==> config.mk <==
export PLATFORM = sky130hd
export DESIGN_NAME = uart_r
export DESIGN_NICKNAME = d
export VERILOG_FILES = /design/src/rtl/uart_r.sv
export SDC_FILE = /design/constraint.sdc
export NUM_CORES = 1
export LEC_CHECK = 0
export CORE_MARGIN = 10
export CORE_UTILIZATION = 35
export CTS_CLUSTER_DIAMETER = 60
export DETAILED_ROUTE_END_ITERATION = 6
export DONT_BUFFER_PORTS = 1
export GPL_ROUTABILITY_DRIVEN = 0
export PLACE_DENSITY = 0.53
export SKIP_LAST_GASP = 1
export SYNTH_ARGS = -nofsm -noshare
export SYNTH_HDL_FRONTEND = slang
export SYNTH_SLANG_ARGS = --single-unit
==> constraint.sdc <==
create_clock -name clk -period 2.7 [get_ports clk]
set_clock_uncertainty 0.2 [all_clocks]
set_input_delay 0.54 -clock clk [delete_from_list [all_inputs] [get_ports clk]]
set_output_delay 0.54 -clock clk [all_outputs]
set_load 0.01 [all_outputs]
==> src/rtl/uart_r.sv <==
// uart_r: UART receiver for a one-bit-per-clock serial link.
// Frame format: start bit 0, D_WIDTH data bits LSB first, stop bit 1.
// Good words are presented on a valid/ready output register.
// Optional macro UART_R_SYNC_EN: when defined, rx passes through a two-flop
// synchroniser before sampling. This adds two cycles of latency from the pin.
module uart_r #(
  parameter int D_WIDTH = 14,
  parameter int C_WIDTH = 5
) (
  input  logic               clk,
  input  logic               rst,
  input  logic               rx,
  input  logic               rx_ready,
  output logic [D_WIDTH-1:0] rx_data,
  output logic               rx_valid,
  output logic               rx_busy,
  output logic               rx_frame_err,
  output logic               rx_overrun
);

  localparam logic [1:0] IDLE      = 2'd0;
  localparam logic [1:0] DATA      = 2'd1;
  localparam logic [1:0] STOP      = 2'd2;
  localparam logic [1:0] WAIT_IDLE = 2'd3;

  localparam logic [C_WIDTH-1:0] LAST_BIT = C_WIDTH'(D_WIDTH - 1);

  logic               rx_s;
  logic [1:0]         state_reg, state_next;
  logic [C_WIDTH-1:0] cnt_reg, cnt_next;
  logic [D_WIDTH-1:0] shift_reg, shift_next;
  logic [D_WIDTH-1:0] data_reg, data_next;
  logic               valid_reg, valid_next;
  logic               busy_reg, busy_next;
  logic               err_reg, err_next;
  logic               ovr_reg, ovr_next;

`ifdef UART_R_SYNC_EN
  logic [1:0] sync_reg;

  // Two-flop synchroniser. It resets to the idle line level so that reset
  // release is not mistaken for a start bit.
  always_ff @(posedge clk or negedge rst) begin
    if (!rst) sync_reg <= 2'b11;
    else      sync_reg <= {sync_reg[0], rx};
  end

  assign rx_s = sync_reg[1];
`else
  assign rx_s = rx;
`endif

  // Frame FSM together with the output handshake.
  // Consuming a word and completing a new good frame can happen on the same
  // edge; in that case the new word wins and valid stays high.
  always_comb begin
    state_next = state_reg;
    cnt_next   = cnt_reg;
    shift_next = shift_reg;
    data_next  = data_reg;
    valid_next = valid_reg;
    busy_next  = busy_reg;
    err_next   = 1'b0;
    ovr_next   = 1'b0;

    if (valid_reg && rx_ready) valid_next = 1'b0;

    case (state_reg)
      IDLE: begin
        if (!rx_s) begin
          state_next = DATA;
          cnt_next   = '0;
          busy_next  = 1'b1;
        end
      end
      DATA: begin
        shift_next = {rx_s, shift_reg[D_WIDTH-1:1]};
        if (cnt_reg == LAST_BIT) state_next = STOP;
        else                     cnt_next   = cnt_reg + 1'b1;
      end
      STOP: begin
        busy_next = 1'b0;
        if (rx_s) begin
          state_next = IDLE;
          if (!valid_reg || rx_ready) begin
            data_next  = shift_reg;
            valid_next = 1'b1;
          end else begin
            ovr_next = 1'b1;
          end
        end else begin
          err_next   = 1'b1;
          state_next = WAIT_IDLE;
        end
      end
      WAIT_IDLE: begin
        // A held-low line (break) must return high before a new start bit
        // can be recognised.
        if (rx_s) state_next = IDLE;
      end
      default: state_next = IDLE;
    endcase
  end

  // State registers. Asynchronous reset abandons any frame in progress
  // without raising an error pulse.
  always_ff @(posedge clk or negedge rst) begin
    if (!rst) begin
      state_reg <= IDLE;
      cnt_reg   <= '0;
      shift_reg <= '0;
      data_reg  <= '0;
      valid_reg <= 1'b0;
      busy_reg  <= 1'b0;
      err_reg   <= 1'b0;
      ovr_reg   <= 1'b0;
    end else begin
      state_reg <= state_next;
      cnt_reg   <= cnt_next;
      shift_reg <= shift_next;
      data_reg  <= data_next;
      valid_reg <= valid_next;
      busy_reg  <= busy_next;
      err_reg   <= err_next;
      ovr_reg   <= ovr_next;
    end
  end

  assign rx_data      = data_reg;
  assign rx_valid     = valid_reg;
  assign rx_busy      = busy_reg;
  assign rx_frame_err = err_reg;
  assign rx_overrun   = ovr_reg;

endmodule

==> summary by stage <==
Outcome
The flow ran to the end, and the final reports show no timing, DRC or antenna violations.

Synthesis
Summed over all instances, the cell type with the most area after synthesis is sky130_fd_sc_hd__dfrtp_1. The compound-cell area share of the yosys netlist is 4.000%. The top cell type by area accounts for 60.00% of the synthesized area. The count of distinct cell types in the synthesized netlist is 28. After Yosys synthesis, XOR and XNOR cells account for 1.077% of the synthesized area. The per-instance average area after synthesis is 11.79 um^2. The Yosys step of the flow raised 0 warnings. The register area share after synthesis is 60.00%. The number of nets handed over by synthesis was 144. The area of the mapped netlist is ~0.0016 mm^2. Synthesis produced a netlist whose cell count is 138.

By area the synthesized netlist is led by sky130_fd_sc_hd__dfrtp_1 (60%), sky130_fd_sc_hd__nand2_1 (10%), sky130_fd_sc_hd__mux2_4 (9.2%), sky130_fd_sc_hd__mux2_2 (2.8%), sky130_fd_sc_hd__ha_1 (1.5%). By area, the combinational part of the netlist is dominated by simple AND/OR/NAND/NOR gates. The adder and majority cell fraction of the synthesized area is 1.538%. After synthesis the netlist holds a flip-flop and latch count of 39. The fraction of synthesized area in multiplexers is 12.62%.

The simple-gate share of the synthesized area is between 10% and 20%.

Critical path
Data on the critical path is required at its endpoint by 2.68 ns. The worst flop-to-flop path startpoint is state_reg[0]. The arrival time at the worst endpoint is 1.71 ns. The register-to-register setup slack is 0.97 ns.

The critical path is of the reg -> reg type. The critical-path cell with the highest stage delay is sky130_fd_sc_hd__dfrtp_1. In this design, the stage delay of the slowest critical-path cell is about 0.43 ns.

The category of the worst setup path launch point is a flip-flop. The worst register-to-register path has a depth of 4. STA classifies the critical path endpoint as a flip-flop. The critical-path maximum fanout is 14. The worst register-to-register path ends at rx_data[3]. The signal on the critical path passes through nand3b_2 -> nor2b_2 -> buf_4 -> mux2_2.

Drt
The average wire length per cell after detail routing is ~14 um. For this run, design rule violations remaining after detail routing come to 0. In the routed layout, each cell is associated on average with a via count of between 4 and 5. The via count is 963. The final antenna-violating net count is 0.

The detailed router's first-iteration violation count is 65. Summed over all layers, the routed wires come to 2800 um. The pre-antenna-repair detailed-routing pass consisted of 4 iterations.

STA
The count of endpoints failing hold in the final timing report is 0. The final-layout setup total negative slack is 0 ns. The fmax is 577.1 MHz. The time the worst path needs with I/O delays and setup is 1.733 ns.

At the pin with the least slew margin, the transition time is 0.6566 ns. The worst pin sits at a relative slew slack of a little under three fifths. The number of failing setup endpoints in the final timing report is 0. Hold timing on the final database bottoms out at a slack of 0.09910 ns. The number of max-slew violations in the final report is 0. Setup repair after global routing left no endpoint under its margin. The worst path uses 64.18% of the clock period.

Hold path
The worst-case hold path end point is rx_frame_err. The hold-critical path depth is 1. The launch instance of the worst min-delay path is rx. The class of the tightest hold or removal check is in -> reg.

Pwr
For this design the static power due to leakage is roughly 0.91 nW. In this run, the clock network consumes approximately a quarter of the power. The internal power is 1.310 mW. The peak ir drop on the vdd network is 0.4598 mV. Per report_power, the sequential group accounts for 50.8% of the total. Combinational logic burns 23.4% of the power. The share of total power consumed by net switching is 32.63%. The power density over cell area is 1079 mW/mm^2.

The power dissipated by switching net loads is 0.6346 mW. The design draws 1.945 mW.

Placed design
The total half-perimeter wirelength after legalization and detailed placement is 1889 um. During placement, the flow inserted port buffers numbering 0. The placed cell count is 186. The cell area after placement is 0.001655 mm^2.

Final layout
For this run, the post-layout net count is ~150. In the layout the commonest cells are sky130_fd_sc_hd__nand2_1 (45), sky130_fd_sc_hd__dfrtp_1 (39), sky130_fd_sc_hd__mux2_4 (10). Leaving out fill and tap cells, the most frequent cell in the layout is sky130_fd_sc_hd__nand2_1. From synthesis to final layout, the design area changed by 10.85%. The number of antenna diodes is 0.

The fraction of final layout cells sized beyond drive strength 1 is 19.44%. The count of fill cells added during filler insertion is about 430. Once layout is complete, the cells apart from fillers number roughly 200. The final non-filler cell area is 0.001803 mm^2.

Floorplan
The top-level port count is 22. From bottom edge to top edge, the die measures 88.17 um. The die span in x is 88.17 um. The core region is 0.004414 mm^2. The floorplan die area is 0.007774 mm^2.

The starting utilization of the core area is 36.85%. The cell row count is 24.

Clocking
TritonCTS built the clock tree. The clock-pin slew on the worst setup and hold paths is 0.07 ns. The total number of clock tree sinks is 39. The master cell of the clock root buffer is sky130_fd_sc_hd__clkbuf_8. CTS built an H-tree with a depth of 2. The clock latency at the later pin of the worst-skew pair is around 0.3 ns. The longest clock path from root to sink contains 2 buffers. TritonCTS created 5 clock buffers.

GRT
The pin count of the biggest net entering global routing is 40. The via count of the first global-routing pass is 972. Across every metal layer, demand over resource in global routing totals 7.716%. The aggregate global routing overflow is 0.

The initial antenna violation count was 0. The first global-routing pass estimated approximately 4700 um of wire.

Job
The number of max-capacitance violations reported is 0.
[per-layer routing]
layer  share of wire [%]  up-vias  routed length [um]  global-route usage (%)
li1                    -      463                   -                       -
met1                  47      460                1327                   9.615
met2                  40       30                1108                   10.18
met3                  10       10                 291                   4.085
met4                 2.6        0                  73                   4.708
met5                   0        -                   0                       0
[critical path, delay by kind of cell, from the launching register on]
kind	cells	cell delay, ns
and+or+nand+nor	2	0.37
buffers and inverters	1	0.25
muxes	1	0.36
DFF	1	0.43
[power by group through the flow]
| stage | Sequential [mW] | Combinational (mW) | Clock (mW) |
|---|---|---|---|
| finish | 0.988 | 0.455 | 0.502 |
| global route | 1.03 | 0.523 | 0.545 |
| CTS | 0.997 | 0.467 | 0.519 |
| detailed placement | 1.01 | 0.450 | 0 |
| global placement | 0.997 | 0.430 | 0 |
| floorplan | 0.948 | 0.391 | 0 |
[synthesized netlist by cell type, drive strengths merged]
master and instances:
o22ai 1, o21a 1, nand2 45, clkbuf 1, o211ai 2, o21ai 4
and4b 1, inv 2, a31o 1, nor2b 2, nand3b 1, or3 1
nand4b 1, or2b 1, nand3 3, nor2 3, mux2i 1, xor2 2
nand2b 4, dfrtp 39, a211oi 1, buf 5, mux2 14, ha 2
[how the worst max path moves through the flow]
stage | cells after the start | slack, ns | start | end
3_5_place_dp | 4 | 0.95 | rx_ready | rx_data[3]
2_1_floorplan | 5 | 1.0 | rx_ready | rx_data[10]
4_1_cts | 4 | 0.94 | state_reg[0] | rx_data[3]
6_report | 4 | 0.97 | state_reg[0] | rx_data[3]
5_1_grt | 4 | 0.87 | state_reg[0] | rx_data[0]
3_3_place_gp | 4 | 0.96 | rx_ready | rx_data[3]
[layout make-up]
class                   instances  area (um^2)  area share (%)
flip-flops and latches         39        975.9           54.13
multi-input cells              91        591.8           32.82
clock buffers                   6        82.58           4.580
well taps                      52        65.06           3.609
repair buffers                  4        45.04           2.498
clock inverters                 2        35.03           1.943
inverters                       2        7.507          0.4164
[cell families (layout without fill, tap and decap cells)]
kind of cell | after synthesis | count (layout)
buf+inv | 8 | 14
flops | 39 | 39
compound gates | 10 | 10
mux | 15 | 15
xor+xnor | 2 | 2
simple gates | 62 | 62
fa+ha+maj | 2 | 2
[through the flow]
step,util [%],worst slack [ns]
6_report,40.84,0.9671
5_1_grt,40.84,0.8750
4_1_cts,40.84,0.9406
3_5_place_dp,37.50,0.9500
3_3_place_gp,37.50,0.9600
2_1_floorplan,-,0.9976
[repair_timing]
| action | in CTS | in global routing |
|---|---|---|
| resized for setup | 0 | 0 |
| hold endpoints to repair | 39 | 0 |
| buffers inserted | 0 | 0 |
| hold buffers | 2 | 0 |
Note: power is estimated with default switching activity, not from simulation.
